==> src/rtl/alu_share_arbiter.sv <==
// Two-requester arbiter in front of one shared combinational ALU.
// Registers the winning request onto the ALU, waits SETTLE cycles, then returns the captured result.
module alu_share_arbiter #(
    parameter int WIDTH  = 32,
    parameter int SETTLE = 2,
    parameter int FAIR   = 1
) (
    input  logic             clk,
    input  logic             reset_n,
    input  logic             r0_valid,
    output logic             r0_ready,
    input  logic [WIDTH-1:0] r0_a,
    input  logic [WIDTH-1:0] r0_b,
    input  logic [3:0]       r0_op,
    input  logic             r1_valid,
    output logic             r1_ready,
    input  logic [WIDTH-1:0] r1_a,
    input  logic [WIDTH-1:0] r1_b,
    input  logic [3:0]       r1_op,
    output logic             r0_rsp_valid,
    output logic             r1_rsp_valid,
    input  logic             rsp_ready,
    output logic [WIDTH-1:0] rsp_result,
    output logic             rsp_cout,
    output logic             rsp_zero,
    output logic [WIDTH-1:0] alu_a,
    output logic [WIDTH-1:0] alu_b,
    output logic [3:0]       alu_op,
    input  logic [WIDTH-1:0] alu_result,
    input  logic             alu_cout,
    input  logic             alu_zero,
    output logic             busy
);

    typedef enum logic [1:0] {IDLE, WAIT, RESP} state_t;

    localparam logic [3:0] CNT_INIT = 4'(SETTLE - 1);

    state_t     state;
    logic       last_owner;
    logic       owner;
    logic [3:0] cnt;
    logic       grant;
    logic       accept;

    // When both request, FAIR alternates away from the last served owner; otherwise r0 wins.
    always_comb begin
        grant = 1'b0;
        if (r0_valid && r1_valid) begin
            grant = (FAIR != 0) ? ~last_owner : 1'b0;
        end else if (r1_valid) begin
            grant = 1'b1;
        end
    end

    assign r0_ready = reset_n && (state == IDLE) && r0_valid && !grant;
    assign r1_ready = reset_n && (state == IDLE) && r1_valid && grant;
    assign accept   = r0_ready || r1_ready;

    always_ff @(posedge clk) begin
        if (!reset_n) begin
            state        <= IDLE;
            last_owner   <= 1'b1;
            owner        <= 1'b0;
            cnt          <= '0;
            alu_a        <= '0;
            alu_b        <= '0;
            alu_op       <= '0;
            rsp_result   <= '0;
            rsp_cout     <= 1'b0;
            rsp_zero     <= 1'b0;
            r0_rsp_valid <= 1'b0;
            r1_rsp_valid <= 1'b0;
            busy         <= 1'b0;
        end else begin
            case (state)
                IDLE: begin
                    if (accept) begin
                        alu_a  <= grant ? r1_a  : r0_a;
                        alu_b  <= grant ? r1_b  : r0_b;
                        alu_op <= grant ? r1_op : r0_op;
                        owner  <= grant;
                        cnt    <= CNT_INIT;
                        busy   <= 1'b1;
                        state  <= WAIT;
                    end
                end
                WAIT: begin
                    if (cnt != 4'd0) begin
                        cnt <= cnt - 4'd1;
                    end else begin
                        rsp_result   <= alu_result;
                        rsp_cout     <= alu_cout;
                        rsp_zero     <= alu_zero;
                        r0_rsp_valid <= !owner;
                        r1_rsp_valid <= owner;
                        state        <= RESP;
                    end
                end
                RESP: begin
                    // Response data is left in place after the handshake; only the valids drop.
                    if (rsp_ready) begin
                        last_owner   <= owner;
                        r0_rsp_valid <= 1'b0;
                        r1_rsp_valid <= 1'b0;
                        busy         <= 1'b0;
                        state        <= IDLE;
                    end
                end
                default: state <= IDLE;
            endcase
        end
    end

endmodule
==> config.mk <==
export PLATFORM = sky130hd
export DESIGN_NAME = alu_share_arbiter
export DESIGN_NICKNAME = d
export VERILOG_FILES = /design/src/rtl/alu_share_arbiter.sv
export SDC_FILE = /design/constraint.sdc
export NUM_CORES = 1
export LEC_CHECK = 0
export ABC_AREA = 1
export CELL_PAD_IN_SITES_DETAIL_PLACEMENT = 2
export CELL_PAD_IN_SITES_GLOBAL_PLACEMENT = 2
export CORE_AREA = 2 2 164 166
export CTS_BUF_LIST = sky130_fd_sc_hd__clkbuf_4
export DETAILED_ROUTE_END_ITERATION = 10
export DIE_AREA = 0 0 166 168
export PLACE_DENSITY_LB_ADDON = 0.1
export SKIP_CTS_REPAIR_TIMING = 1
export SLEW_MARGIN = 5
export SYNTH_ARGS = -nofsm -noshare
export SYNTH_HDL_FRONTEND = slang
export SYNTH_SLANG_ARGS = --single-unit
==> constraint.sdc <==
create_clock -name clk -period 2.2 [get_ports clk]
set_clock_uncertainty 0.2 [all_clocks]
set_input_delay 0.33 -clock clk [delete_from_list [all_inputs] [get_ports clk]]
set_output_delay 0.33 -clock clk [all_outputs]
set_load 0.02 [all_outputs]
# Yosys cells after proc, flatten, opt, wreduce, memory -nomap -nowiden
# Cells that the tools add are included.
# op_classes
n_addsub	1
eq_ne	6
n_mux	19
bitwise_logic	2
reduce_logical	21
# ops
cell	n
32-bit two-way mux	2
4-bit two-way mux	3
3-bit AND reduction	4
2-bit inequality test, second input constant	4
4-bit one-hot mux with 2 select lines	1
1-bit logical AND	6
1-bit two-way mux	6
2-bit two-way mux	3
1-bit one-hot mux with 2 select lines	3
2-bit one-hot mux with 3 select lines	1
2-bit AND reduction	3
2-bit nonzero test	3
4-bit nonzero test	1
4-bit by 1-bit subtractor with 4-bit output, second input constant	1
2-bit by 1-bit equality test with 1-bit output, second input constant	1
2-bit equality test, second input constant	1
1-bit zero test	2
2-bit zero test	1
1-bit NOT	2
1-bit logical OR	1
# totals
ff_bits	113
out_inout_bits	107
elab_cells	62

# Depth between registers and ports, before layout
# logic_depth
depth_word	7
depth_mapped	9
mapped_depth_nobuf	8

# Least setup slack after synthesis
# OpenSTA, ideal clock, no wires.
# synth_path
path_kind	input port to output port
start	input r0_valid
end	output r0_ready
arrival_ps	1065
required_ps	1670
path_slack_ps	605
stages	5
n_path_buf	1
cell_sequence	nand2_1 > nand2_2 > inv_2 > buf_1 > nor2_1
# synth_via
elab_chain_cells	4
# synth_lines
element	line_no	source
start: declaration	10	input logic r0_valid,
1-bit logical AND	49	if (r0_valid && r1_valid) begin
1-bit two-way mux	49	
1-bit zero test	56	assign r0_ready = reset_n && (state == IDLE) && r0_valid && !grant;
1-bit logical AND (*)	56	
end: declaration	11	output logic r0_ready,
# Every way passes the cells marked *; elsewhere a longest branch is shown, timed or not.

# Final worst setup path
# layout_path
start	register rsp_result[11]
end	output rsp_result[11]
# layout_lines
element	line_no	source
start: declaration	23	output logic [WIDTH-1:0] rsp_result,
start signal: assignment	92	rsp_result <= alu_result;
# No word-level cell between the ends.

==> run_results.csv <==
group,metric,value,unit
run_status,status,"completed",
sta,tightest_slew,0.904,ns
layout,fin_cells,1373,
detailed_routing,drt_iter0_markers,219,
detailed_routing,route.detailed.drc,0,
synth,synth_top_area_share,46.4,%
clocking,h-tree-depth,4,
sta,rsz0062_at_grt,"no",
synth,synth_top_family_by_area,"simple AND/OR/NAND/NOR gates",
sta,finalHoldViolations,0,
clocking,cts_tree,"done",
placement,placed_cell_area,0.00812,mm2
placement,post-place-ws,-0.140,ns
clocking,cts_buffers,17,
hold_path,min_path_type,"primary input to register",
setup_path,path_cells,"clkdlybuf4s50_1",
layout,final_design_area_no_fill,0.00842,mm2
pwr,peakVddDrop,0.000233,V
global_route,grt_pass1_wl,34.3,mm
floorplanning,pin_count,282,
global_route,grt_remaining_overflow,0,
setup_path,crit_family,"buffers and inverters",
setup_path,cp-end-kind,"output pin",
global_route,grt_max_degree,74,
sta,setup_ws,0.133,ns
setup_path,crit_type,"register to output pin",
synth,synth-xor-area-share,0.180,%
pwr,p_leak,0.00349,uW
sta,fin_hold_ws,0.166,ns
synth,synth_top_cell_by_area,"dfxtp_1",
detailed_routing,wl_per_cell,15.7,um
sta,setup_viol,0,
floorplanning,start_util,18.5,%
layout,fin_nets,1193,
global_route,grt_pass1_vias,6123,
placement,place_inst,1338,
pwr,combinationalPowerShare,28.8,%
synth,syn-instance-count,742,
layout,n_fill_cell,3088,
sta,min_period_over_period,94.0,%
floorplanning,die_y,168,um
floorplanning,fp.dieW,166,um
pwr,p_total,5650,uW
clocking,root_buffer,"clkbuf_4",
synth,yosys-top-cells-area,"dfxtp_1 46%, nand2_1 28%, a21oi_1 7.6%",
pwr,powerDensity,671,mW/mm2
synth,yosys_warnings,0,
synth,muxShareOfSynthArea,0,%
detailed_routing,wirelength,21.6,mm
synth,ys_seq_elements,113,
clocking,clock-sinks,113,
sta,fmax,484,MHz
synth,yosys.area_share.adder,0.513,%
detailed_routing,via_per_inst,4.20,
floorplanning,fp-row-count,60,
setup_path,critPathBufInv,1,
floorplanning,dieArea,0.0279,mm2
sta,layout_min_cycle_time,2.07,ns
synth,yosys.area_share.simple,36.0,%
sta,drv_slew,0,
pwr,switching_power,1920,uW
flow_run,max_cap_viol_count,0,
clocking,clkTransAtPathRegs,0.14,ns
synth,synth-compound-area-share,11.4,%
detailed_routing,first_pass_iters,3,
clocking,cts_buffer_depth,2,
pwr,intPower,3730,uW
synth,synth_nets,919,
floorplanning,core-area,0.0264,mm2
layout,drive_above_1_share,6.32,%
layout,area_growth,72.8,%
setup_path,critPathMaxFanout,2,
setup_path,arrival,1.54,ns
synth,netlist_area,0.00487,mm2
sta,max_slew_margin,39.7,%
pwr,switching_share,34.0,%
placement,io_buffers,281,
global_route,antenna_found_initial,2,
setup_path,critPathRequiredTime,1.67,ns
setup_path,startpoint_type,"register",
detailed_routing,num_vias,5762,
detailed_routing,ant_nets,0,
setup_path,crit_path_top_delay_cell,"clkdlybuf4s50_1",
pwr,pwr-share-clk,30.1,%
placement,globalplace.congestion,0.691,
clocking,clkLatencyLatePin,0.51,ns
synth,ys_seq_area_share,46.4,%
placement,place_hpwl,15.4,mm
global_route,grt_util_all_layers,15.5,%
synth,syn_avg_cell_area,6.57,um2
setup_path,max_stage_delay,0.65,ns
synth,yosysUniqueCellTypes,20,
pwr,seqPwrFrac,41.2,%
-- metal layers --
layer | global-route usage (%) | vias up | part of all wire (%)
met4 | 3.71 | 0 | 1.3
met5 | 0 | - | 0
li1 | - | 2866 | -
met3 | 5.83 | 13 | 7.2
met2 | 26.0 | 159 | 48
met1 | 18.8 | 2724 | 44
-- power groups by stage --
stage                     logic [uW]  clock network (uW)  registers (uW)
after floorplan                  546                   0            2570
after global placement          1650                   0            2360
after detailed placement        1660                   0            2370
after CTS                       1680                1800            2330
after global routing            1800                1890            2350
final                           1620                1700            2320
-- Yosys cell counts, drive strengths merged --
master  instances
a21oi          74
nand2         361
ha              2
clkbuf         15
dfxtp         113
o21ai          35
buf            31
xnor2           1
nor2           86
nand3          10
inv            13
nand4           1
-- through the flow --
stage | setup TNS (ns) | utilization [%]
2_1_floorplan | 0 | -
3_3_place_gp | -0.200 | 30.8
3_5_place_dp | -1.50 | 30.8
4_1_cts | -0.334 | 31.9
5_1_grt | 0 | 31.9
6_report | 0 | 32.0
-- final timing paths --
kind / startpoint / end / slack (ns) / cells after the start
min: alu_result[18] / rsp_result[18] / 0.17 / 3
max reg2reg: cnt[0] / r1_rsp_valid / 0.31 / 7
max: rsp_result[11] / rsp_result[11] / 0.13 / 1
min reg2reg: alu_a[21] / alu_a[21] / 0.27 / 2
-- registers in the layout, indices dropped and copies added, names as in the netlist --
| register | count |
|---|---|
| alu_a | 32 |
| alu_b | 32 |
| alu_op | 4 |
| busy | 1 |
| cnt | 4 |
| last_owner | 1 |
| owner | 1 |
| r0_rsp_valid | 1 |
| r1_rsp_valid | 1 |
| rsp_cout | 1 |
| rsp_result | 32 |
| rsp_zero | 1 |
| state | 2 |
-- area by class of cell --
class	count	area, um2	share of cell area [%]
multi-input combinational	570	2350	27.9
clock buffer	17	128	1.52
inverter	13	48.8	0.579
tap	341	427	5.07
clock inverter	15	170	2.02
antenna	3	7.51	0.0892
sequential	113	2260	26.9
timing repair buffer	301	3030	36.0
-- cells in the final DEF (no fill, tap or decap), drive strengths merged, types with 3 or more instances in the layout --
master	Yosys	routed
nor2	86	86
nand2	361	361
o21ai	35	35
clkdlybuf4s50	0	279
dfxtp	113	113
diode	0	3
inv	13	22
buf	31	21
clkbuf	15	18
a21oi	74	74
nand3	10	10
-- cell families after synthesis --
group,count (synthesis)
simple gates,458
flops,113
compound gates,109
buf+inv,59
fa+ha+maj,2
xor+xnor,1
No activity file was read; power rests on OpenSTA's default activity.
==> RTL edit: new RTL, same flow settings <==
`WIDTH`: 32 -> 40.
--- a/src/rtl/alu_share_arbiter.sv
+++ b/src/rtl/alu_share_arbiter.sv
@@ -3,3 +3,3 @@
 module alu_share_arbiter #(
-    parameter int WIDTH  = 32,
+    parameter int WIDTH  = 40,
     parameter int SETTLE = 2,
Ports: changed (8 resized); port bits go from 282 to 346. No check against the original RTL was run, so the function may have changed too.
==> RTL edit against the original RTL <==
Cell count is 15% higher. Sequential cell count is 24 higher. Clock power is 13% higher. Final area is 20% higher. Sequential share of layout area is 0.31 points higher. Area after synthesis is 21% higher. Sequential power is 22% higher. Wire length is 23% higher. Register-to-register slack hardly changed. Largest cell class unchanged. Setup slack worse by 0.029 ns. Largest power group unchanged. Total power is 19% higher.
==> RTL edit: results (changes against the original RTL) <==
Post-DP Area: 0.009767 mm² (was 0.008118 mm²)
Synth area leaders: dfxtp_1 (47%), nand2_1 (28%), a21oi_1 (7.6%) (was dfxtp_1 (46%), nand2_1 (28%), a21oi_1 (7.6%))
WL/cell: 16.78 µm (was 15.70 µm)
metal3 WL: 1.868 mm (was 1.562 mm)
Synth Area in Adders: 0.4248% (was 0.5135%)
I/O Buffers: 345 (was 281)
P_leak: 4.293 nW (was 3.495 nW)
M1 wire length: 11.13 mm (was 9.413 mm)
dpl cells: 1547 (was 1338)
Hold EP: rsp_result[30] (was rsp_result[18])
Final HPWL DP: 19.18 mm (was 15.41 mm)
clock latency on the worst-skew pair: 0.54 ns (was 0.51 ns)
largest net degree at the start of global routing: 90 (was 74)
Slew headroom: 30.65% (was 39.74%)
initial antenna violation count: 3 (was 2)
first-pass GRT wire length: 41.26 mm (was 34.31 mm)
post-synthesis cell type count: 21 (was 20)
Clock power frac: 28.5% (was 30.1%)
Filler cells: 3086 (was 3088)
Setup WS post-layout: 0.1039 ns (was 0.1328 ns)
crit path from: alu_a[31] (was rsp_result[11])
Overall Power: 0.006742 W (was 0.005647 W)
Setup WS pre-CTS: -0.1916 ns (was -0.1404 ns)
crit path to: alu_a[31] (was rsp_result[11])
DR pass1 iterations: 4 (was 3)
mean post-synth cell area: 6.560 µm² (was 6.568 µm²)
M2 GR Usage: 32.13% (was 25.98%)
Synth Area in XOR/XNOR: 0.1487% (was 0.1797%)
maximum VDD drop: 0.4078 mV (was 0.2329 mV)
Initial DRC Count: 215 (was 219)
delay of the slowest cell on the worst path: 0.68 ns (was 0.65 ns)
worst reg2reg path endpoint: r0_rsp_valid (was r1_rsp_valid)
GP Congestion: 0.7308 (was 0.6906)
grt met1 use: 22.25% (was 18.84%)
GRT met3 Usage: 6.629% (was 5.830%)
reg2reg path depth: 8 (was 7)
Worst Hold Launch: alu_result[30] (was alu_result[18])
status: complete, no violations (unchanged)
FF+latch area: 0.002743 mm² (was 0.002262 mm²)
[RTL edit: cell types whose count changed in the layout (fill, tap and decap cells not counted), sizes merged, moves of 2 or more]
cell and delta:
a21oi +16, clkdlybuf4s50 +59, clkinv +5, clkinvlp -2, dfxtp +24, dlymetal6s2s +5
inv -4, nand2 +81, nor2 +15, o21ai +8
[RTL edit: layout make-up]
type | instances | share of cell area (%)
Multi-Input combinational cell | 690 | 28.11
Clock inverter | 15 | 1.872
Sequential cell | 137 | 27.18
Inverter | 13 | 0.4960
Clock buffer | 17 | 1.265
Tap cell | 341 | 4.228
Timing Repair Buffer | 366 | 36.80
Antenna cell | 2 | 0.04960
[RTL edit: stage by stage]
stage | hold WS (ns) | setup TNS (ns)
after detailed placement | 0.2566 | -5.934
after global placement | 0.2475 | -2.363
after floorplan | 0.2287 | 0
final | 0.1339 | 0
after CTS | 0.07804 | -0.6650
after global routing | 0.09117 | 0
